**src/rtl/memory_b_port_arbiter_if.sv**
```systemverilog
// Requester-side bus of the memory port-B arbiter.
// Carries both requesters' request/address/grant signals and the shared read
// return path (per-requester valid strobes, shared data, error qualifier).
//   master : requester side (drives req/addr, sees gnt/rvalid/rdata/rerr)
//   slave  : arbiter side
// Handshake: a request is taken in any cycle where reqN and gntN are both high.
// addrN must be stable while reqN is high. gntN is combinational. Read data
// returns on rvalidN; rerr qualifies that strobe. No backpressure exists on the
// return path: the requester must accept rvalidN whenever it is high.
interface memory_b_port_arbiter_if #(
  parameter int ADDR_W = 18,
  parameter int DATA_W = 24
);
  logic              req0;
  logic [ADDR_W-1:0] addr0;
  logic              gnt0;
  logic              rvalid0;
  logic              req1;
  logic [ADDR_W-1:0] addr1;
  logic              gnt1;
  logic              rvalid1;
  logic [DATA_W-1:0] rdata;
  logic              rerr;

  modport master (
    output req0, addr0, req1, addr1,
    input  gnt0, gnt1, rvalid0, rvalid1, rdata, rerr
  );

  modport slave (
    input  req0, addr0, req1, addr1,
    output gnt0, gnt1, rvalid0, rvalid1, rdata, rerr
  );
endinterface

```
**src/rtl/memory_b_port_arbiter.sv**
```systemverilog
// Arbiter for the read-only port B of the memory stage.
// Shares port B between the display scanout (requester 0, fixed priority) and
// the debug/host read path (requester 1, protected against starvation by a
// wait counter). The granted address is registered toward the memory, and a
// tag pipeline whose depth matches the memory's read latency tracks each
// in-flight read so the data returns with the right requester's strobe.
// Addresses inside the hole or beyond the mapped space are flagged on rerr.
// Ports:
//   clk        single clock, rising edge
//   rst        asynchronous active-low reset
//   bus        requester bus (slave modport), see memory_b_port_arbiter_if
//   mem_addr   registered address to memory port B
//   mem_rdata  memory port B read data
module memory_b_port_arbiter #(
  parameter int ADDR_W       = 18,
  parameter int DATA_W       = 24,
  parameter int READ_LATENCY = 2,
  parameter int MAX_WAIT     = 8,
  parameter int HOLE_LO      = 90000,
  parameter int HOLE_HI      = 90299,
  parameter int ADDR_LIMIT   = 180300
) (
  input  logic                   clk,
  input  logic                   rst,
  memory_b_port_arbiter_if.slave bus,
  output logic [ADDR_W-1:0]      mem_addr,
  input  logic [DATA_W-1:0]      mem_rdata
);

  localparam logic [ADDR_W-1:0] HOLE_LO_A    = ADDR_W'(HOLE_LO);
  localparam logic [ADDR_W-1:0] HOLE_HI_A    = ADDR_W'(HOLE_HI);
  localparam logic [ADDR_W-1:0] ADDR_LIMIT_A = ADDR_W'(ADDR_LIMIT);
  localparam logic [7:0]        MAX_WAIT_C   = 8'(MAX_WAIT);

  // One entry per in-flight read. Stage 0 is loaded at the grant edge; the
  // last stage lines up with mem_rdata for that read.
  typedef struct packed {
    logic valid;
    logic id;
    logic err;
  } tag_t;

  tag_t [READ_LATENCY:0] tag_q, tag_d;
  logic [7:0]            wait_cnt_q, wait_cnt_d;
  logic [ADDR_W-1:0]     mem_addr_q, mem_addr_d;

  logic              force1;
  logic              gnt0;
  logic              gnt1;
  logic              any_gnt;
  logic [ADDR_W-1:0] gnt_addr;
  logic              gnt_err;
  tag_t              tag_out;

  always_comb begin
    // Requester 1 wins a contended cycle only once it has waited MAX_WAIT
    // cycles in a row. Grants are suppressed while reset is asserted.
    force1   = (wait_cnt_q == MAX_WAIT_C);
    gnt0     = rst & bus.req0 & ~(bus.req1 & force1);
    gnt1     = rst & bus.req1 & (~bus.req0 | force1);
    any_gnt  = gnt0 | gnt1;
    gnt_addr = gnt1 ? bus.addr1 : bus.addr0;
    gnt_err  = ((gnt_addr >= HOLE_LO_A) && (gnt_addr <= HOLE_HI_A)) ||
               (gnt_addr >= ADDR_LIMIT_A);

    // Counts consecutive denied cycles; any break (grant or dropped request)
    // restarts the count. Saturates rather than wrapping.
    wait_cnt_d = wait_cnt_q;
    if (!bus.req1 || gnt1) begin
      wait_cnt_d = '0;
    end else if (wait_cnt_q != MAX_WAIT_C) begin
      wait_cnt_d = wait_cnt_q + 8'd1;
    end

    mem_addr_d = any_gnt ? gnt_addr : mem_addr_q;

    tag_d          = '0;
    tag_d[0].valid = any_gnt;
    tag_d[0].id    = gnt1;
    tag_d[0].err   = any_gnt & gnt_err;
    for (int i = 1; i <= READ_LATENCY; i++) begin
      tag_d[i] = tag_q[i-1];
    end
  end

  // Reset empties the tag pipeline, so reads in flight at reset are dropped.
  always_ff @(posedge clk or negedge rst) begin
    if (!rst) begin
      tag_q      <= '0;
      wait_cnt_q <= '0;
      mem_addr_q <= '0;
    end else begin
      tag_q      <= tag_d;
      wait_cnt_q <= wait_cnt_d;
      mem_addr_q <= mem_addr_d;
    end
  end

  assign tag_out = tag_q[READ_LATENCY];

  assign bus.gnt0    = gnt0;
  assign bus.gnt1    = gnt1;
  assign bus.rvalid0 = tag_out.valid & ~tag_out.id;
  assign bus.rvalid1 = tag_out.valid &  tag_out.id;
  assign bus.rerr    = tag_out.valid &  tag_out.err;
  // Error reads still come back in their slot but never expose memory data.
  assign bus.rdata   = (tag_out.valid && !tag_out.err) ? mem_rdata : '0;
  assign mem_addr    = mem_addr_q;

endmodule

```
**src/flat_wrapper.sv**
```systemverilog
// flat-port wrapper written by rule: the top's interface ports become plain ports
module memory_b_port_arbiter_flat 
#(
  parameter int ADDR_W       = 18,
  parameter int DATA_W       = 24,
  parameter int READ_LATENCY = 2,
  parameter int MAX_WAIT     = 8,
  parameter int HOLE_LO      = 90000,
  parameter int HOLE_HI      = 90299,
  parameter int ADDR_LIMIT   = 180300
)
  (clk, rst, mem_addr, mem_rdata, bus_req0, bus_addr0, bus_req1, bus_addr1, bus_gnt0, bus_gnt1, bus_rvalid0, bus_rvalid1, bus_rdata, bus_rerr);
  memory_b_port_arbiter_if #(.ADDR_W(ADDR_W), .DATA_W(DATA_W)) bus_i ();
  input  logic clk;
  input  logic rst;
  output logic [ADDR_W-1:0] mem_addr;
  input  logic [DATA_W-1:0] mem_rdata;
  input wire logic [$bits(bus_i.req0)-1:0] bus_req0;
  input wire logic [$bits(bus_i.addr0)-1:0] bus_addr0;
  input wire logic [$bits(bus_i.req1)-1:0] bus_req1;
  input wire logic [$bits(bus_i.addr1)-1:0] bus_addr1;
  output wire logic [$bits(bus_i.gnt0)-1:0] bus_gnt0;
  output wire logic [$bits(bus_i.gnt1)-1:0] bus_gnt1;
  output wire logic [$bits(bus_i.rvalid0)-1:0] bus_rvalid0;
  output wire logic [$bits(bus_i.rvalid1)-1:0] bus_rvalid1;
  output wire logic [$bits(bus_i.rdata)-1:0] bus_rdata;
  output wire logic [$bits(bus_i.rerr)-1:0] bus_rerr;
  assign bus_i.req0 = bus_req0;
  assign bus_i.addr0 = bus_addr0;
  assign bus_i.req1 = bus_req1;
  assign bus_i.addr1 = bus_addr1;
  assign bus_gnt0 = bus_i.gnt0;
  assign bus_gnt1 = bus_i.gnt1;
  assign bus_rvalid0 = bus_i.rvalid0;
  assign bus_rvalid1 = bus_i.rvalid1;
  assign bus_rdata = bus_i.rdata;
  assign bus_rerr = bus_i.rerr;
  memory_b_port_arbiter #(.ADDR_W(ADDR_W), .DATA_W(DATA_W), .READ_LATENCY(READ_LATENCY), .MAX_WAIT(MAX_WAIT), .HOLE_LO(HOLE_LO), .HOLE_HI(HOLE_HI), .ADDR_LIMIT(ADDR_LIMIT)) u_core (.clk(clk), .rst(rst), .bus(bus_i), .mem_addr(mem_addr), .mem_rdata(mem_rdata));
endmodule
```
**config.mk**
```make
export PLATFORM = sky130hd
export DESIGN_NAME = memory_b_port_arbiter_flat
export DESIGN_NICKNAME = d
export VERILOG_FILES = /design/src/rtl/memory_b_port_arbiter_if.sv /design/src/rtl/memory_b_port_arbiter.sv /design/src/flat_wrapper.sv
export SDC_FILE = /design/constraint.sdc
export NUM_CORES = 1
export LEC_CHECK = 0
export ABC_AREA = 0
export BUFFER_PORTS_ARGS = -buffer_cell sky130_fd_sc_hd__buf_2
export CORE_MARGIN = 3
export CORE_UTILIZATION = 40
export DETAILED_ROUTE_END_ITERATION = 6
export PLACE_DENSITY = 0.8
export SKIP_LAST_GASP = 1
export SYNTH_ARGS = -nofsm -noshare
export SYNTH_HDL_FRONTEND = slang
export SYNTH_SLANG_ARGS = --single-unit
```
**constraint.sdc**
```tcl
create_clock -name clk -period 1.8 [get_ports clk]
set_input_delay 0.18 -clock clk [delete_from_list [all_inputs] [get_ports clk]]
set_output_delay 0.18 -clock clk [all_outputs]
set_load 0.02 [all_outputs]
```
# [After elaboration in Yosys (flattened, before gate mapping)]
# Cells that the tools add are included.
[classes] addsub=1 order_cmp=3 eq_ne=2 muxes=4 n_bitwise=14 reduce_logical=7
[op_table] operator="24-bit 2-to-1 mux" count=1
[op_table] operator="18-bit by 17-bit >= comparator with 1-bit output, second input constant" count=1
[op_table] operator="18-bit >= comparator, second input constant" count=1
[op_table] operator="18-bit by 17-bit <= comparator with 1-bit output, second input constant" count=1
[op_table] operator="18-bit 2-to-1 mux" count=1
[op_table] operator="8-bit 2-to-1 mux" count=2
[op_table] operator="1-bit bitwise AND" count=9
[op_table] operator="8-bit by 1-bit adder with 8-bit output, second input constant" count=1
[op_table] operator="8-bit by 4-bit == test with 1-bit output, second input constant" count=1
[op_table] operator="8-bit by 4-bit inequality test with 1-bit output, second input constant" count=1
[op_table] operator="1-bit NOT" count=3
[op_table] operator="1-bit logical AND" count=2
[op_table] operator="1-bit logical NOT" count=2
[op_table] operator="1-bit logical OR" count=2
[op_table] operator="1-bit OR" count=2
[op_table] operator="2-bit nonzero test" count=1
[word_totals] reg_bits=35 inputBits=64 elab_cells=42

# [Logic depth before layout (Yosys ltp)]
# Gate-level depths: netlist of run 1.
[logic_depth] word_depth=8 ltp_mapped=8 ltp_nobuf=7

# [Worst setup path after synthesis of run 1]
# Ideal clock, no wire load.
[synth_timing] kind="register -> register" startpoint="register u_core.wait_cnt_q[0]" endpoint="register u_core.wait_cnt_q[1]" setup_ps=129 t_arrival_ps=1649 setup_slack_ps=21 path_stages_with_launch=9 synth_period_minus_slack_ps=1779 cell_sequence="dfrtp_1 -> inv_1 -> ha_1 -> and4bb_2 -> a21boi_1 -> or2_2 -> buf_4 -> nand2_1 -> o22ai_1"
[synth_between] elab_chain_cells=5 elab_cells_between_ends=9 cone_classes="add/sub: 1; eq/ne: 2; mux: 2; bitwise: 2; reduce/logical: 2"
[synth_lines] element="start: declaration" line_no="memory_b_port_arbiter.sv:44" source="logic [7:0] wait_cnt_q, wait_cnt_d;"
[synth_lines] element="start signal: assignment" line_no="memory_b_port_arbiter.sv:94" source="wait_cnt_q <= wait_cnt_d;"
[synth_lines] element="parallel branches: the longest is 5 deep, another holds 8-bit by 1-bit adder with 8-bit output"
# Several ways; the timed one is not identified. The select of a mux whose other input is x is not followed.
# A chain may end at the register's enable or synchronous reset.

# [Worst setup path in the final report of run 1]
[layout_timing] startpoint="register u_core.wait_cnt_q[0]" endpoint="output bus_gnt1"
[layout_between] elab_chain_cells=3
[layout_lines] element="8-bit by 4-bit == test with 1-bit output" line_no="memory_b_port_arbiter.sv:58" source="force1 = (wait_cnt_q == MAX_WAIT_C);"
[layout_lines] element="1-bit OR" line_no="memory_b_port_arbiter.sv:60" source="gnt1 = rst & bus.req1 & (~bus.req0 | force1);"
[layout_lines] element="1-bit bitwise AND" line_no="memory_b_port_arbiter.sv:60"
[layout_lines] element="end: declaration" line_no="flat_wrapper.sv:23" source="output wire logic [$bits(bus_i.gnt1)-1:0] bus_gnt1;"
# Every way passes these cells.

==> results.yml, run 1 <==
yosys:
  ys_seq_elements: 35
  synthArstFlopShare_pct: 100
  synth_simple_gate_area_share_pct: 27.9
  yosysSeqAreaShare_pct: 43.0
  yosysWarnings: 0
  synth_area_um2: 2040
  synth_common_cells: "35 x dfrtp_1, 30 x nand2_1, 26 x and2_1"
  synth_top_flop_cell: "dfrtp_1"
  synth_compound_area_share_pct: 13.0
  synth_xor_area_share_pct: 2.58
  synth_top_family_by_area: "simple AND/OR/NAND/NOR gates"
  yosysTopAreaCell: "dfrtp_1"
  synthAdderAreaFrac_pct: 1.23
  synth_cells: 212
  synth_top_area_share_pct: 43.0
  syn_avg_cell_area_um2: 9.61
  synth_most_common_cell: "dfrtp_1"
  synth_edf_count: 0
  ys_top_cells_by_area: "dfrtp_1 43%, mux2i_1 8.4%, and2_1 8.0%"
  postSynthNetCount: 278
  ys_types: 43
  synth_mux_area_share_pct: 9.46
place:
  pre_cts_slack_ps: -95.6
  port_buffers: 110
  place.gp.congestion: 0.809
  place_area_um2: 2780
  place_inst: 394
  hpwl_um: 4420
global_route:
  grt-ovfl-total: 0
  grt.total_usage_pct: 19.1
  grt_pass1_vias: 2026
  grt_max_degree: 36
  antenna_found_initial: 0
  grt_pass1_wl_um: 9200
layout:
  fin_cells: 412
  syn_to_final_growth_pct: 48.1
  antennaDiodeCount: 0
  post-route-cell-area_um2: 3020
  fin_util_pct: 62.6
  layout.nets: 410
  drive_gt1_share_pct: 46.4
sta:
  tns_ps: -397
  finalHoldViolCount: 0
  layout_min_cycle_time_ps: 1890
  skew_ps: 10.0
  tightest_slew_ps: 621
  fmax_mhz: 529
  drv_slew: 0
  slew_headroom_pct: 58.6
  fin_ws_ps: -90.6
  finalCritPeriodShare_pct: 105
  holdWs_ps: 185
  rsz0062_at_grt: "yes"
  setup_viol: 8
power:
  p_per_area_nw_per_um2: 673
  leakagePower_nw: 1.62
  total_power_mw: 2.03
  peakVddDrop_mv: 0.354
drt:
  drt-total-wl_um: 5750
  via_per_inst: 5.05
  drc_errors: 0
  first_iter_violations: 125
  dr.pass1.iters: 4
  vias: 2082
  post_drt_wl_per_cell_um: 14.0
  drtAntennaViolNets: 0
clocking:
  insertion_delay_ps: 290
  cts-root-buf: "clkbuf_8"
  clockBufferDepth: 2
  clkTransAtPathRegs_ps: 70
  cts_tree: "built"
  clock_sinks: 35
  h-tree-depth: 2
  cts_made_buffers: 5
setup_path:
  path_cells: "inv_2, ha_4, and4bb_2, a21boi_2, or2_4, inv_2, buf_4"
  max_stage_delay_ps: 390
  cp-end-kind: "output port"
  crit_fanout: 5
  crit_required_ps: 1620
  worstPathArrival_ps: 1710
  cp_common_cell: "inv_2"
  cpMaxStageDelayCell: "dfrtp_1"
  critPathKind: "register to output port"
  startpoint_type: "register"
die:
  die_h_um: 77.4
  dieArea_um2: 5980
  num_rows: 25
  start_util_pct: 42.3
  ios: 111
  die_w_um: 77.4
  core_area_um2: 4820
run_status:
  status: "complete, but fails checks"
  violations: "negative setup slack"
min_path:
  hold_class: "primary input to register"
flow_run:
  cap_violations: 0
## layer usage
metal	track usage, %	share of wire, %
met4	6.41	1.7
met2	34.0	49
met1	21.6	40
met5	0	0
met3	6.03	9.1
## critical path: cells and delay by family (launching register included)
family	cells	cell delay [ps]
AO/OA/AOI/OAI	1	70
adder cells (fa/ha/maj)	1	130
buffers and inverters	3	310
flip-flops	1	390
AND/OR/NAND/NOR	2	540
## what timing repair did
action,in CTS,in global routing
setup endpoints to repair,45,43
setup buffers,3,4
gates cloned,0,1
gates resized for setup,8,15
pin swaps,5,8
hold buffers,2,0
endpoints found under the hold margin,35,0
## cell type report
| class | instances | area, µm² |
|---|---|---|
| Tap cell | 67 | 83.8 |
| Inverter | 4 | 15.0 |
| Multi-Input combinational cell | 164 | 1150 |
| Fill cell | 429 | 1800 |
| Timing Repair Buffer | 134 | 811 |
| Clock buffer | 6 | 72.6 |
| Clock inverter | 2 | 12.5 |
| Sequential cell | 35 | 876 |
## cell usage in the layout, fill, tap and decap left out, types with 2 or more instances in the layout
master	Yosys	final
nand2_1	30	29
and2_1	26	26
buf_6	0	2
nor2_1	6	6
mux2i_1	17	17
xor2_1	5	5
a21oi_1	2	2
buf_12	0	4
clkbuf_8	0	5
a41o_1	2	2
nand4_1	5	5
or4b_1	2	2
nor2b_1	5	4
dfrtp_1	35	35
o21ai_0	17	8
nor3_1	3	3
nor3_2	2	2
buf_2	1	109
a211o_1	2	2
or4_4	1	2
nor4_1	4	4
nand3_1	6	6
o21ai_1	3	11
inv_2	0	3
mux2_2	2	2
buf_4	2	17
a31oi_1	2	2
and3_1	2	2
## worst paths after layout
kind | start | depth (start not counted) | slack (ps) | end
hold reg to reg | u_core.tag_d[7]$_DFF_PN0_ | 0 | 350 | u_core.tag_out[1]$_DFF_PN0_
hold / removal | bus_addr1[1] | 3 | 180 | u_core.mem_addr[1]$_DFFE_PN0P_
max in group asynchronous | rst | 4 | 1040 | u_core.wait_cnt_q[0]$_DFFE_PN0P_
setup reg to reg | u_core.wait_cnt_q[0]$_DFFE_PN0P_ | 8 | -80 | u_core.tag_d[3]$_DFF_PN0_
min in group asynchronous | rst | 4 | 560 | u_core.mem_addr[10]$_DFFE_PN0P_
setup / recovery | u_core.wait_cnt_q[0]$_DFFE_PN0P_ | 7 | -90 | bus_gnt1
## sequential cells by signal, indices dropped and copies added (netlist names)
signal,flops
u_core.mem_addr,18
u_core.tag_out,3
u_core.tag_d,6
u_core.wait_cnt_q,8
## logic make-up (layout without fill, tap and decap cells)
kind of cell             after synthesis  in the layout
AO/OA/AOI/OAI                         36             36
XOR/XNOR                               6              6
adder cells (fa/ha/maj)                2              2
buffers and inverters                 13            146
flip-flops                            35             35
multiplexers                          19             19
AND/OR/NAND/NOR                      101            101
## report_power, final
part / switching (mW) / internal [mW] / total [mW]
combinational: 0.334 / 0.253 / 0.587
clock: 0.282 / 0.270 / 0.552
sequential: 0.0360 / 0.856 / 0.892
total: 0.652 / 1.38 / 2.03
Power figures use the tool's default switching activity.
==> run 2: changes to the inputs <==
--- a/config.mk
+++ b/config.mk
@@ -11,6 +11,7 @@
 export CORE_UTILIZATION = 40
 export DETAILED_ROUTE_END_ITERATION = 6
 export PLACE_DENSITY = 0.8
+export SKIP_CTS_REPAIR_TIMING = 1
 export SKIP_LAST_GASP = 1
 export SYNTH_ARGS = -nofsm -noshare
 export SYNTH_HDL_FRONTEND = slang
==> results.yml, run 2 (synthesis gave the netlist of run 1 again) <==
run_status:
  status: "complete, but fails checks"
  violations: "negative setup slack"
setup_path:
  crit_required_ps: 1620
  startpoint_type: "register"
  max_stage_delay_ps: 400
  cp-end-kind: "output port"
  cpMaxStageDelayCell: "dfrtp_1"
  crit_fanout: 5
  worstPathArrival_ps: 1740
  path_cells: "inv_2, ha_4, and4bb_2, a21boi_4, or2_4, inv_4, buf_6"
  critPathKind: "register to output port"
  reg2regPathDepth: 9
global_route:
  grt_pass1_vias: 2007
  grt-ovfl-total: 0
  grt.total_usage_pct: 18.7
  grt_pass1_wl_um: 9020
  grt_max_degree: 41
  antenna_found_initial: 0
layout:
  post-route-cell-area_um2: 2990
  fin_util_pct: 62.1
  drive_gt1_share_pct: 45.8
  layout.nets: 408
  syn_to_final_growth_pct: 46.8
  largest_reg_flops: 18
  antennaDiodeCount: 0
  fillers: 439
  final_common_cell: "buf_2"
  layout_common_cells: "109 x buf_2, 35 x dfrtp_1, 29 x nand2_1, 26 x and2_1, 17 x mux2i_1"
sta:
  slew_headroom_pct: 60.1
  fmax_mhz: 520
  skew_ps: 10.2
  layout_min_cycle_time_ps: 1920
  drv_slew: 0
  setup_viol: 6
  tns_ps: -355
  finalHoldViolCount: 0
  finalCritPeriodShare_pct: 107
  rsz0062_at_grt: "yes"
  tightest_slew_ps: 598
  fin_ws_ps: -123
power:
  leakagePower_nw: 1.60
  peakVddDrop_mv: 0.406
  p_per_area_nw_per_um2: 676
die:
  ios: 111
  start_util_pct: 42.3
  dieArea_um2: 5980
  die_w_um: 77.4
  num_rows: 25
  die_h_um: 77.4
  core_area_um2: 4820
clocking:
  clock_sinks: 35
  cts-root-buf: "clkbuf_8"
  clockBufferDepth: 2
  cts_tree: "built"
  cts_made_buffers: 5
  clkTransAtPathRegs_ps: 70
  h-tree-depth: 2
  insertion_delay_ps: 290
drt:
  vias: 2084
  drtAntennaViolNets: 0
  via_per_inst: 5.08
  drc_errors: 0
  first_iter_violations: 105
  post_drt_wl_per_cell_um: 13.9
  dr.pass1.iters: 4
  drt-total-wl_um: 5710
place:
  port_buffers: 110
  pre_cts_slack_ps: -95.6
  hpwl_um: 4420
  place.gp.congestion: 0.809
  place_area_um2: 2780
min_path:
  hold_class: "primary input to register"
  holdPathStages: 3
flow_run:
  cap_violations: 0
run 2: cell types whose count changed in the layout (fill, tap and decap cells not counted), sizes merged:
| cell | previous run | this run |
|---|---|---|
| buf | 132 | 131 |
| clkbuf | 7 | 6 |
run 2: final timing paths:
kind	from	endpoint	slack, ps
min reg2reg	u_core.tag_d[7]$_DFF_PN0_	u_core.tag_out[1]$_DFF_PN0_	350
max	u_core.wait_cnt_q[0]$_DFFE_PN0P_	bus_gnt1	-120
min in group asynchronous	rst	u_core.mem_addr[11]$_DFFE_PN0P_	550
min	bus_addr1[1]	u_core.mem_addr[1]$_DFFE_PN0P_	180
max in group asynchronous	rst	u_core.tag_out[1]$_DFF_PN0_	1050
max reg2reg	u_core.wait_cnt_q[0]$_DFFE_PN0P_	u_core.tag_d[3]$_DFF_PN0_	-70
run 2: final cells by class:
class	count	area, µm²	area share, %
Clock buffer	6	72.6	2.43
Clock inverter	2	12.5	0.418
Inverter	4	17.5	0.586
Multi-Input combinational cell	164	1150	38.5
Sequential cell	35	876	29.3
Tap cell	67	83.8	2.80
Timing Repair Buffer	132	778	26.0
run 2: per-layer routing:
| metal | vias up | share of wire (%) | global-route usage (%) |
|---|---|---|---|
| li1 | 1023 | - | - |
| met1 | 954 | 41 | 21.6 |
| met3 | 7 | 9.4 | 6.15 |
| met5 | - | 0 | 0 |
| met2 | 100 | 49 | 32.6 |
| met4 | 0 | 1.2 | 5.87 |
run 2: power by group:
| group | switching, mW | internal (mW) |
|---|---|---|
| Combinational | 0.331 | 0.247 |
| Sequential | 0.0360 | 0.856 |
| Clock | 0.282 | 0.270 |
| Total | 0.649 | 1.37 |
run 2: critical path, delay by kind of cell, from the launching register on:
| kind | cells | cell delay [ps] |
|---|---|---|
| and+or+nand+nor | 2 | 570 |
| adders and majority gates | 1 | 140 |
| DFF | 1 | 400 |
| AOI/OAI and AO/OA | 1 | 70 |
| buffers and inverters | 3 | 270 |
run 2: metrics by stage:
step / hold slack, ps / std cells / power [mW]
final: 183 / 410 / 2.02
after global routing: 193 / 410 / 2.15
after CTS: -123 / 402 / 2.01
after detailed placement: 192 / 394 / 1.45
after global placement: 194 / 394 / 1.43
after floorplan: -116 / 212 / 1.19
